File: config.mk
export PLATFORM = sky130hd
export DESIGN_NAME = spi_target
export DESIGN_NICKNAME = d
export VERILOG_FILES = /design/src/rtl/spi_target.sv
export SDC_FILE = /design/constraint.sdc
export NUM_CORES = 1
export LEC_CHECK = 0
export ABC_CLOCK_PERIOD_IN_PS = 3500
export BUFFER_PORTS_ARGS = -buffer_cell sky130_fd_sc_hd__buf_2
export CORE_UTILIZATION = 55
export DETAILED_ROUTE_END_ITERATION = 10
export PLACE_DENSITY = 0.79
export SYNTH_ARGS = -nofsm -noshare
export SYNTH_HDL_FRONTEND = slang
export SYNTH_SLANG_ARGS = --single-unit
File: constraint.sdc
create_clock -name clk -period 3.5 [get_ports clk]
set_clock_uncertainty 0.2 [all_clocks]
set_input_delay 0 -clock clk [delete_from_list [all_inputs] [get_ports clk]]
set_output_delay 0 -clock clk [all_outputs]
set_load 0.05 [all_outputs]
File: src/rtl/spi_target.sv
// SPI mode-0 target with synchronized inputs, a one-byte transmit holding
// register and a one-byte receive output.
module spi_target #(
   parameter int unsigned SYNC_STAGES = 2,
   parameter logic [7:0]  IDLE_BYTE   = 8'hFF
) (
   input  logic       clk,
   input  logic       reset,
   input  logic       spi_cs_n,
   input  logic       spi_sclk,
   input  logic       spi_mosi,
   output logic       spi_miso,
   output logic       spi_miso_oe,
   output logic [7:0] rx_data,
   output logic       rx_valid,
   input  logic [7:0] tx_data,
   input  logic       tx_valid,
   output logic       tx_ready,
   output logic       tx_underrun
);

   typedef enum logic {IDLE, ACTIVE} state_t;

   state_t state_q, state_d;

   logic [SYNC_STAGES-1:0] cs_sync_q, cs_sync_d;
   logic [SYNC_STAGES-1:0] sclk_sync_q, sclk_sync_d;
   logic [SYNC_STAGES-1:0] mosi_sync_q, mosi_sync_d;
   logic                   cs_prev_q, cs_prev_d;
   logic                   sclk_prev_q, sclk_prev_d;

   logic [2:0] bit_cnt_q, bit_cnt_d;
   logic       byte_done_q, byte_done_d;
   logic [7:0] rx_shift_q, rx_shift_d;
   logic [7:0] tx_shift_q, tx_shift_d;
   logic [7:0] hold_q, hold_d;
   logic       hold_full_q, hold_full_d;
   logic [7:0] rx_data_q, rx_data_d;
   logic       rx_valid_q, rx_valid_d;
   logic       underrun_q, underrun_d;

   logic cs_s, sclk_s, mosi_s;
   logic cs_fall, sclk_rise, sclk_fall;
   logic load;

   assign cs_s      = cs_sync_q[SYNC_STAGES-1];
   assign sclk_s    = sclk_sync_q[SYNC_STAGES-1];
   assign mosi_s    = mosi_sync_q[SYNC_STAGES-1];
   assign cs_fall   = cs_prev_q & ~cs_s;
   assign sclk_rise = ~sclk_prev_q & sclk_s;
   assign sclk_fall = sclk_prev_q & ~sclk_s;

   assign rx_data     = rx_data_q;
   assign rx_valid    = rx_valid_q;
   assign tx_ready    = ~hold_full_q;
   assign tx_underrun = underrun_q;

   // Input synchronizer chains and previous-value copies for edge detection
   always_comb begin
      cs_sync_d   = {cs_sync_q[SYNC_STAGES-2:0], spi_cs_n};
      sclk_sync_d = {sclk_sync_q[SYNC_STAGES-2:0], spi_sclk};
      mosi_sync_d = {mosi_sync_q[SYNC_STAGES-2:0], spi_mosi};
      cs_prev_d   = cs_s;
      sclk_prev_d = sclk_s;
   end

   // FSM state register
   always_ff @(posedge clk or posedge reset) begin
      if (reset) state_q <= IDLE;
      else       state_q <= state_d;
   end

   // FSM next-state: enter on cs_n falling edge, leave whenever cs_n is high
   always_comb begin
      state_d = state_q;
      case (state_q)
         IDLE:    if (cs_fall) state_d = ACTIVE;
         ACTIVE:  if (cs_s)    state_d = IDLE;
         default: state_d = IDLE;
      endcase
   end

   // FSM outputs: MISO is driven only while selected
   always_comb begin
      spi_miso    = 1'b0;
      spi_miso_oe = 1'b0;
      if (state_q == ACTIVE) begin
         spi_miso    = tx_shift_q[7];
         spi_miso_oe = 1'b1;
      end
   end

   // Shift datapath, byte loading and holding-register capture
   always_comb begin
      bit_cnt_d   = bit_cnt_q;
      byte_done_d = byte_done_q;
      rx_shift_d  = rx_shift_q;
      tx_shift_d  = tx_shift_q;
      hold_d      = hold_q;
      hold_full_d = hold_full_q;
      rx_data_d   = rx_data_q;
      rx_valid_d  = 1'b0;
      underrun_d  = 1'b0;
      load        = 1'b0;

      if (state_q == IDLE) begin
         if (cs_fall) begin
            load        = 1'b1;
            bit_cnt_d   = 3'd0;
            byte_done_d = 1'b0;
         end
      end else if (cs_s) begin
         // deselect: drop any partial byte, keep the holding register
         bit_cnt_d   = 3'd0;
         byte_done_d = 1'b0;
         rx_shift_d  = '0;
      end else begin
         if (sclk_rise) begin
            rx_shift_d = {rx_shift_q[6:0], mosi_s};
            bit_cnt_d  = bit_cnt_q + 3'd1;
            if (bit_cnt_q == 3'd7) begin
               rx_data_d   = {rx_shift_q[6:0], mosi_s};
               rx_valid_d  = 1'b1;
               byte_done_d = 1'b1;
            end
         end
         if (sclk_fall) begin
            if (byte_done_q) begin
               load        = 1'b1;
               byte_done_d = 1'b0;
            end else begin
               tx_shift_d = {tx_shift_q[6:0], 1'b0};
            end
         end
      end

      // load sees the pre-capture holding state; a same-cycle capture stays queued
      if (load) begin
         if (hold_full_q) begin
            tx_shift_d  = hold_q;
            hold_full_d = 1'b0;
         end else begin
            tx_shift_d = IDLE_BYTE;
            underrun_d = 1'b1;
         end
      end
      if (tx_valid && !hold_full_q) begin
         hold_d      = tx_data;
         hold_full_d = 1'b1;
      end
   end

   // Datapath and synchronizer registers
   always_ff @(posedge clk or posedge reset) begin
      if (reset) begin
         cs_sync_q   <= '1;
         sclk_sync_q <= '0;
         mosi_sync_q <= '0;
         cs_prev_q   <= 1'b1;
         sclk_prev_q <= 1'b0;
         bit_cnt_q   <= '0;
         byte_done_q <= 1'b0;
         rx_shift_q  <= '0;
         tx_shift_q  <= '0;
         hold_q      <= '0;
         hold_full_q <= 1'b0;
         rx_data_q   <= '0;
         rx_valid_q  <= 1'b0;
         underrun_q  <= 1'b0;
      end else begin
         cs_sync_q   <= cs_sync_d;
         sclk_sync_q <= sclk_sync_d;
         mosi_sync_q <= mosi_sync_d;
         cs_prev_q   <= cs_prev_d;
         sclk_prev_q <= sclk_prev_d;
         bit_cnt_q   <= bit_cnt_d;
         byte_done_q <= byte_done_d;
         rx_shift_q  <= rx_shift_d;
         tx_shift_q  <= tx_shift_d;
         hold_q      <= hold_d;
         hold_full_q <= hold_full_d;
         rx_data_q   <= rx_data_d;
         rx_valid_q  <= rx_valid_d;
         underrun_q  <= underrun_d;
      end
   end

endmodule

==> results of run 1 <==
[worst max-delay path by stage]
| stage | to | slack, ps | cells after the start |
|---|---|---|---|
| after floorplan | rx_data[0] | 1660 | 4 |
| after global placement | rx_data[6] | 1620 | 3 |
| after detailed placement | rx_data[7] | 1550 | 3 |
| after CTS | rx_data[7] | 1540 | 3 |
| after global routing | rx_data[2] | 1430 | 3 |
| final | rx_data[7] | 1540 | 3 |
[layout make-up]
class / instances / area [µm²]
clock buffers: 6 / 41.29
clock inverters: 1 / 30.03
fillers: 236 / 1086
inverters: 6 / 22.52
multi-input cells: 90 / 704.4
flip-flops and latches: 47 / 1180
well taps: 46 / 57.56
repair buffers: 40 / 267.8
[what timing repair did]
item,4_1_cts,5_1_grt
endpoints found under the hold margin,59,0
hold buffers,13,0
setup endpoints to repair,0,0
[synth_stat cells (all sizes together)]
cell     number  area, µm²
nand2         4      15.01
nor2b         4      40.04
and3          1      11.26
a2bb2oi       7      61.31
mux2i         2      20.02
a21oi        10      53.80
o22a          1      8.760
o21bai        1      7.510
dfrtp        44       1101
o32ai         1      8.760
nor2         20      75.07
dfstp         3      78.83
inv           6      22.52
and2b         1      8.760
a31oi         2      27.53
and3b         1      10.01
o21ai         5      25.02
buf           7      60.05
mux2         16      210.2
xnor2         1      8.760
nor3          1      5.000
a22o          7      62.56
ha            2      25.02
o22ai         1      6.260
and2          2      13.77
[state kept, by name, summed over array words and instances (netlist names)]
register	flops
state_q	1
tx_underrun	1
cs_sync_q	2
tx_shift_q	8
mosi_sync_q	2
bit_cnt_q	3
hold_full_q	1
sclk_prev_q	1
sclk_sync_q	2
rx_valid	1
byte_done_q	1
rx_data	8
rx_shift_q	7
hold_q	8
cs_prev_q	1
[power by group through the flow]
stage               clock network [mW]  registers, mW  logic (mW)
floorplan                            0          0.690       0.209
global placement                     0          0.698       0.239
detailed placement                   0          0.703       0.250
CTS                              0.317          0.691       0.262
global route                     0.340          0.704       0.287
finish                           0.305          0.692       0.258
[kinds of logic (layout without fill, tap and decap cells)]
family,count (synthesis),after routing,synth area share [%]
flip-flops,47,47,59.99
AO/OA/AOI/OAI,35,35,13.30
adder cells (fa/ha/maj),2,2,1.272
AND/OR/NAND/NOR,34,34,9.097
buffers and inverters,13,53,4.198
XOR/XNOR,1,1,0.4454
multiplexers,18,18,11.71
[worst register-to-register path, cell delays in order (launching register included)]
cell	delay [ps]
dfrtp_1	380
nor2b_1	570
and3_4	410
mux2_4	320
[cells in the final DEF (no fill, tap or decap), drive strengths merged, types with 5 or more instances in the layout]
| master | count |
|---|---|
| a2bb2oi | 7 |
| inv | 5 |
| a22o | 7 |
| dlygate4sd3 | 13 |
| o21ai | 5 |
| buf | 27 |
| mux2 | 16 |
| dfrtp | 44 |
| a21oi | 10 |
| clkbuf | 6 |
| nor2 | 20 |
[layer usage]
layer / GRT usage, % / wire (µm) / up-vias
met5: 0 / 0 / -
met4: 8.571 / 54 / 0
met3: 6.418 / 141 / 7
met2: 33.49 / 1691 / 31
met1: 24.86 / 1378 / 597
li1: - / - / 603
==> impl_metrics.env, run 1 <==
export IMPL_crit_start="sclk_sync_q[1]"
export IMPL_path_cells="nor2b_1 -> and3_4 -> mux2_4"
export IMPL_max_stage_delay_ps=570
export IMPL_max_slew_margin_pct=52.92
export IMPL_wirelength_mm=3.265
export IMPL_dieHeight_um=61.80
export IMPL_utilization_pct=67.96
export IMPL_num_vias=1238
export IMPL_overflow=0
export IMPL_run_status="completed"
export IMPL_r2r_slack_ps=1540
export IMPL_reg2reg_depth=3
export IMPL_worst_path_max_delay_cell="nor2b_1"
export IMPL_total_power_mw=1.255
export IMPL_timing_setup_tns_ps=0
export IMPL_p_per_area_nw_per_um2=544.9
export IMPL_insertedDiodeCount=0
export IMPL_dp_cells=216
export IMPL_numClockSinks=47
export IMPL_grt_first_pass_wirelength_mm=5.423
export IMPL_ant_nets=0
export IMPL_drive_above_1_share_pct=32.63
export IMPL_post_route_period_util_pct=56.13
export IMPL_drc=0
export IMPL_cts_tree="built"
export IMPL_worstMarginPinSlew_ps=704.8
export IMPL_grt_max_degree=48
export IMPL_hold_class="in -> reg"
export IMPL_p_int_uw=911.2
export IMPL_cts_setup_buffers=0
export IMPL_post_dp_cell_area_um2=2102
export IMPL_switching_share_pct=27.41
export IMPL_crit_type="reg -> reg"
export IMPL_p_clk_share_pct=24.3
export IMPL_io_buffers=26
export IMPL_grt_pass1_vias=1218
export IMPL_share_comb_of_total_power_pct=20.6
export IMPL_gp_congestion=0.8288
export IMPL_cp_max_fo=9
export IMPL_clk_pin_slew_ps=130
export IMPL_drv_cap=0
export IMPL_cts_root_buffer_cell="clkbuf_4"
export IMPL_initial_core_util_pct=58.03
export IMPL_synth_fp_nets=166
export IMPL_cp_end_kind="register"
export IMPL_crit_buf_inv=0
export IMPL_syn_area_per_cell_um2=13.11
export IMPL_crit_path_start_kind="register"
export IMPL_hold_end="mosi_sync_q[0]"
export IMPL_setup_slack_ps=1536
export IMPL_finalSetupViolCount=0
export IMPL_reg2reg_to="rx_data[7]"
export IMPL_power_leakage_nw=1.095
export IMPL_via_per_inst=5.246
export IMPL_drt_iter0_drc=35
export IMPL_ys_seq_area_share_pct=59.99
export IMPL_netlist_instances=150
export IMPL_finalNetCount=206
export IMPL_hpwlAfterDp_mm=2.227
export IMPL_worstPathRequired_ps=3560
export IMPL_syn_area_um2=1967
export IMPL_ys_seq_elements=47
export IMPL_cts_resized_gates=0
export IMPL_ir_worst_vdd_mv=0.3635
export IMPL_die_area_um2=3819
export IMPL_hold_viol=0
export IMPL_reg2reg_from="sclk_sync_q[1]"
export IMPL_cts_buffers=5
export IMPL_ys_warn_count=0
export IMPL_hp_start="spi_mosi"
export IMPL_fin_crit_ps=1964
export IMPL_antenna_found_initial=0
export IMPL_design_area_um2=2303
export IMPL_p_switching_uw=344.1
export IMPL_clk_path_buf_depth=2
export IMPL_rows=21
export IMPL_die_w_um=61.80
export IMPL_cts_htree_levels=2
export IMPL_grt_use_total_pct=20.35
export IMPL_clkLatencyLatePin_ps=360
export IMPL_core_area_um2=3390
export IMPL_final_cells=236
export IMPL_detail_route_first_pass_iterations=5
export IMPL_synthToLayoutAreaGrowth_pct=17.11
export IMPL_critPathArrivalTime_ps=2020
export IMPL_rsz0062_at_grt="false"
export IMPL_min_delay_path_depth=2
export IMPL_dp_slack_ps=1554
export IMPL_drv_slew=0
export IMPL_seqPwrFrac_pct=55.1
export IMPL_routedWlPerCell_um=13.83
export IMPL_hold_slack_ps=69.15
export IMPL_fmax_mhz=509.1
export IMPL_num_io_pins=27
export IMPL_critical_path_top_delay_family="simple AND/OR/NAND/NOR gates"
export IMPL_synth_cell_types=34
(Power assumes the default switching activity.)
==> run 2: changes to the inputs <==
==> config.mk (replaced) <==
export PLATFORM = sky130hd
export DESIGN_NAME = spi_target
export DESIGN_NICKNAME = d
export VERILOG_FILES = /design/src/rtl/spi_target.sv
export SDC_FILE = /design/constraint.sdc
export NUM_CORES = 1
export LEC_CHECK = 0
export ABC_AREA = 1
export ABC_CLOCK_PERIOD_IN_PS = 1600
export BUFFER_PORTS_ARGS = -buffer_cell sky130_fd_sc_hd__buf_2
export CORE_UTILIZATION = 50
export DETAILED_ROUTE_END_ITERATION = 10
export PLACE_DENSITY = 0.76
export SYNTH_ARGS = -nofsm -noshare
export SYNTH_HDL_FRONTEND = slang
export SYNTH_SLANG_ARGS = --single-unit
==> constraint.sdc (replaced) <==
create_clock -name clk -period 1.6 [get_ports clk]
set_clock_uncertainty 0.2 [all_clocks]
set_input_delay 0 -clock clk [delete_from_list [all_inputs] [get_ports clk]]
set_output_delay 0 -clock clk [all_outputs]
set_load 0.05 [all_outputs]
==> run 2 against run 1 <==
  * Final cell count is 26% higher
  * Routed wire length is 14% higher
  * Area after synthesis is 2.2% lower
  * Sequential power is 120% higher
  * Via count is 16% higher
  * Sequential share of layout area is 3.1 points lower
  * Worst hold slack worse by 54 ps
  * Clock-buffer cell count is 1 lower
  * Largest cell class unchanged
==> impl_metrics.env, run 2 <==
export IMPL_cts_buffers=5
export IMPL_core_area_um2=3689
export IMPL_drv_slew=0
export IMPL_hold_class="in -> async"
export IMPL_grt_use_total_pct=19.80
export IMPL_worstPathRequired_ps=1640
export IMPL_cts_root_buffer_cell="clkbuf_8"
export IMPL_n_fill_cell=282
export IMPL_rsz0062_at_grt="true"
export IMPL_wl_met2_mm=1.818
export IMPL_drc=0
export IMPL_wl_met1_mm=1.702
export IMPL_rows=22
export IMPL_syn_area_per_cell_um2=9.719
export IMPL_overflow=0
export IMPL_fin_crit_ps=1553
export IMPL_synth_cell_types=23
export IMPL_met3WireLength_um=98
export IMPL_finalNetCount=264
export IMPL_die_area_um2=4100
export IMPL_dp_cells=273
export IMPL_max_slew_margin_pct=77.64
export IMPL_multiInputGateArea_um2=676.9
export IMPL_critPathArrivalTime_ps=1590
export IMPL_synthTopCellsByCount="58 x nand2_1, 44 x dfrtp_1, 19 x inv_1, 17 x nor2_1, 14 x a21oi_1"
export IMPL_cts_htree_levels=2
export IMPL_grt_max_degree=33
export IMPL_numClockSinks=47
export IMPL_yosysMostFrequentCell="nand2_1"
export IMPL_drv_cap=0
export IMPL_power_leakage_nw=1.296
export IMPL_insertedDiodeCount=0
export IMPL_drt_iter0_drc=68
export IMPL_clk_path_buf_depth=2
export IMPL_setup_slack_ps=46.91
export IMPL_netlist_instances=198
export IMPL_design_area_um2=2456
export IMPL_dp_slack_ps=27.72
export IMPL_synthToLayoutAreaGrowth_pct=27.63
export IMPL_detail_route_first_pass_iterations=4
export IMPL_regArea_um2=1181
export IMPL_io_buffers=26
export IMPL_worstMarginPinSlew_ps=333.1
export IMPL_synth_area_leaders="dfrtp_1 57%, nand2_1 11%, dfstp_2 4.1%, inv_1 3.7%, a21oi_1 3.6%"
export IMPL_run_status="completed"
export IMPL_hold_viol=0
export IMPL_syn_area_um2=1924
export IMPL_ys_warn_count=0
export IMPL_wirelength_mm=3.716
export IMPL_grt_first_pass_wirelength_mm=6.154
export IMPL_num_io_pins=27
export IMPL_synthArstFlopShare_pct=100.0
export IMPL_final_cells=297
export IMPL_post_dp_cell_area_um2=2135
export IMPL_num_vias=1434
export IMPL_final_common_cell="nand2_1"
export IMPL_ys_seq_area_share_pct=61.31
export IMPL_netlist_area_leader_share_pct=57.22
export IMPL_routed_top_layer="met4"
export IMPL_p_per_area_nw_per_um2=1302
export IMPL_synth_top_area_cell="dfrtp_1"
export IMPL_hpwlAfterDp_mm=2.251
export IMPL_post_route_period_util_pct=97.07
export IMPL_synth_fp_nets=214
export IMPL_cp_max_fo=10
export IMPL_clkLatencyLatePin_ps=290
export IMPL_clk_pin_slew_ps=80
export IMPL_crit_path_start_kind="register"
export IMPL_ant_nets=0
export IMPL_finalSetupViolCount=0
export IMPL_synth_edf_count=0
export IMPL_fmax_mhz=643.9
export IMPL_crit_type="reg -> reg"
export IMPL_synth_main_ff_cell="dfrtp_1"
export IMPL_ys_seq_elements=47
export IMPL_ir_worst_vdd_mv=0.7823
export IMPL_dieHeight_um=64.04
export IMPL_die_w_um=64.04
export IMPL_drive_above_1_share_pct=25.70
export IMPL_initial_core_util_pct=52.17
export IMPL_via_per_inst=4.828
export IMPL_cts_tree="built"
export IMPL_grt_pass1_vias=1394
export IMPL_mostFrequentLayoutCells="57 x nand2_1, 43 x dfrtp_1, 26 x buf_2"
export IMPL_cp_end_kind="register"
export IMPL_antenna_found_initial=0
export IMPL_routedWlPerCell_um=12.51
export IMPL_gp_congestion=0.8354
[run 2: changes by cell type after synthesis, sizes merged, moves of 5 or more]
cell and delta:
a2bb2oi -7, mux2 -14, nand3 +11, o22ai +5, inv +14, nand2 +61
a22o -7, a21oi +5
[run 2: metal layers]
metal / up-vias / track usage [%]
li1: 727 / -
met1: 666 / 26.94
met2: 31 / 31.52
met3: 10 / 4.286
met4: 0 / 6.818
met5: - / 0
[run 2: report_power, final]
part	switching, mW	internal (mW)	leakage (nW)
logic	0.434	0.256	0.637
clock network	0.385	0.622	0.0644
registers	0.106	1.39	0.594
total	0.925	2.27	1.30
[run 2: timing repair]
item,in CTS,in global routing
hold endpoints to repair,58,0
endpoints found under the setup margin,0,15
hold buffers,13,0
setup buffers,0,2
gates resized for setup,0,5
[run 2: critical path, stage by stage, from the launching register on]
cell,delay [ps]
dfstp_2,540
inv_1,100
nand2_4,120
nand2_4,120
nand2_4,150
nand2_1,80
nand2_1,70
nand2_1,60
nand2_1,50
[run 2: cell families after synthesis]
logic type / after synthesis / synth area share [%]
and+or+nand+nor: 96 / 23.02
muxes: 2 / 1.170
buffers and inverters: 24 / 5.591
adders and majority gates: 2 / 1.300
AOI/OAI and AO/OA: 27 / 7.608
DFF: 47 / 61.31
[run 2: path summary, 6_finish.rpt]
path,end,slack [ps],depth (start not counted),from
min reg2reg,sclk_sync_q[1],150,0,sclk_sync_q[0]
max reg2reg,tx_shift_q[2],50,8,cs_sync_q[1]
min,sclk_sync_q[0],20,3,reset
max,tx_shift_q[2],50,8,cs_sync_q[1]
max in group asynchronous,cs_prev_q,660,4,reset
min in group clk,sclk_sync_q[0],140,2,spi_sclk
[run 2: per-stage QoR]
step	hold slack [ps]	total power [mW]	setup TNS (ps)	util, %
3_5_place_dp	-215.1	2.151	0	57.87
3_3_place_gp	-215.9	2.129	0	57.87
2_1_floorplan	-195.5	1.986	0	-
4_1_cts	6.717	3.185	0	65.10
5_1_grt	38.20	3.370	-267.9	66.59
6_report	15.61	3.197	0	66.59
[run 2: final cells by class]
class | instances | share of cell area (%)
repair buffers | 45 | 12.94
clock buffers | 5 | 2.802
flip-flops and latches | 47 | 48.09
well taps | 48 | 2.445
inverters | 21 | 3.413
multi-input cells | 128 | 27.56
clock inverters | 3 | 2.751
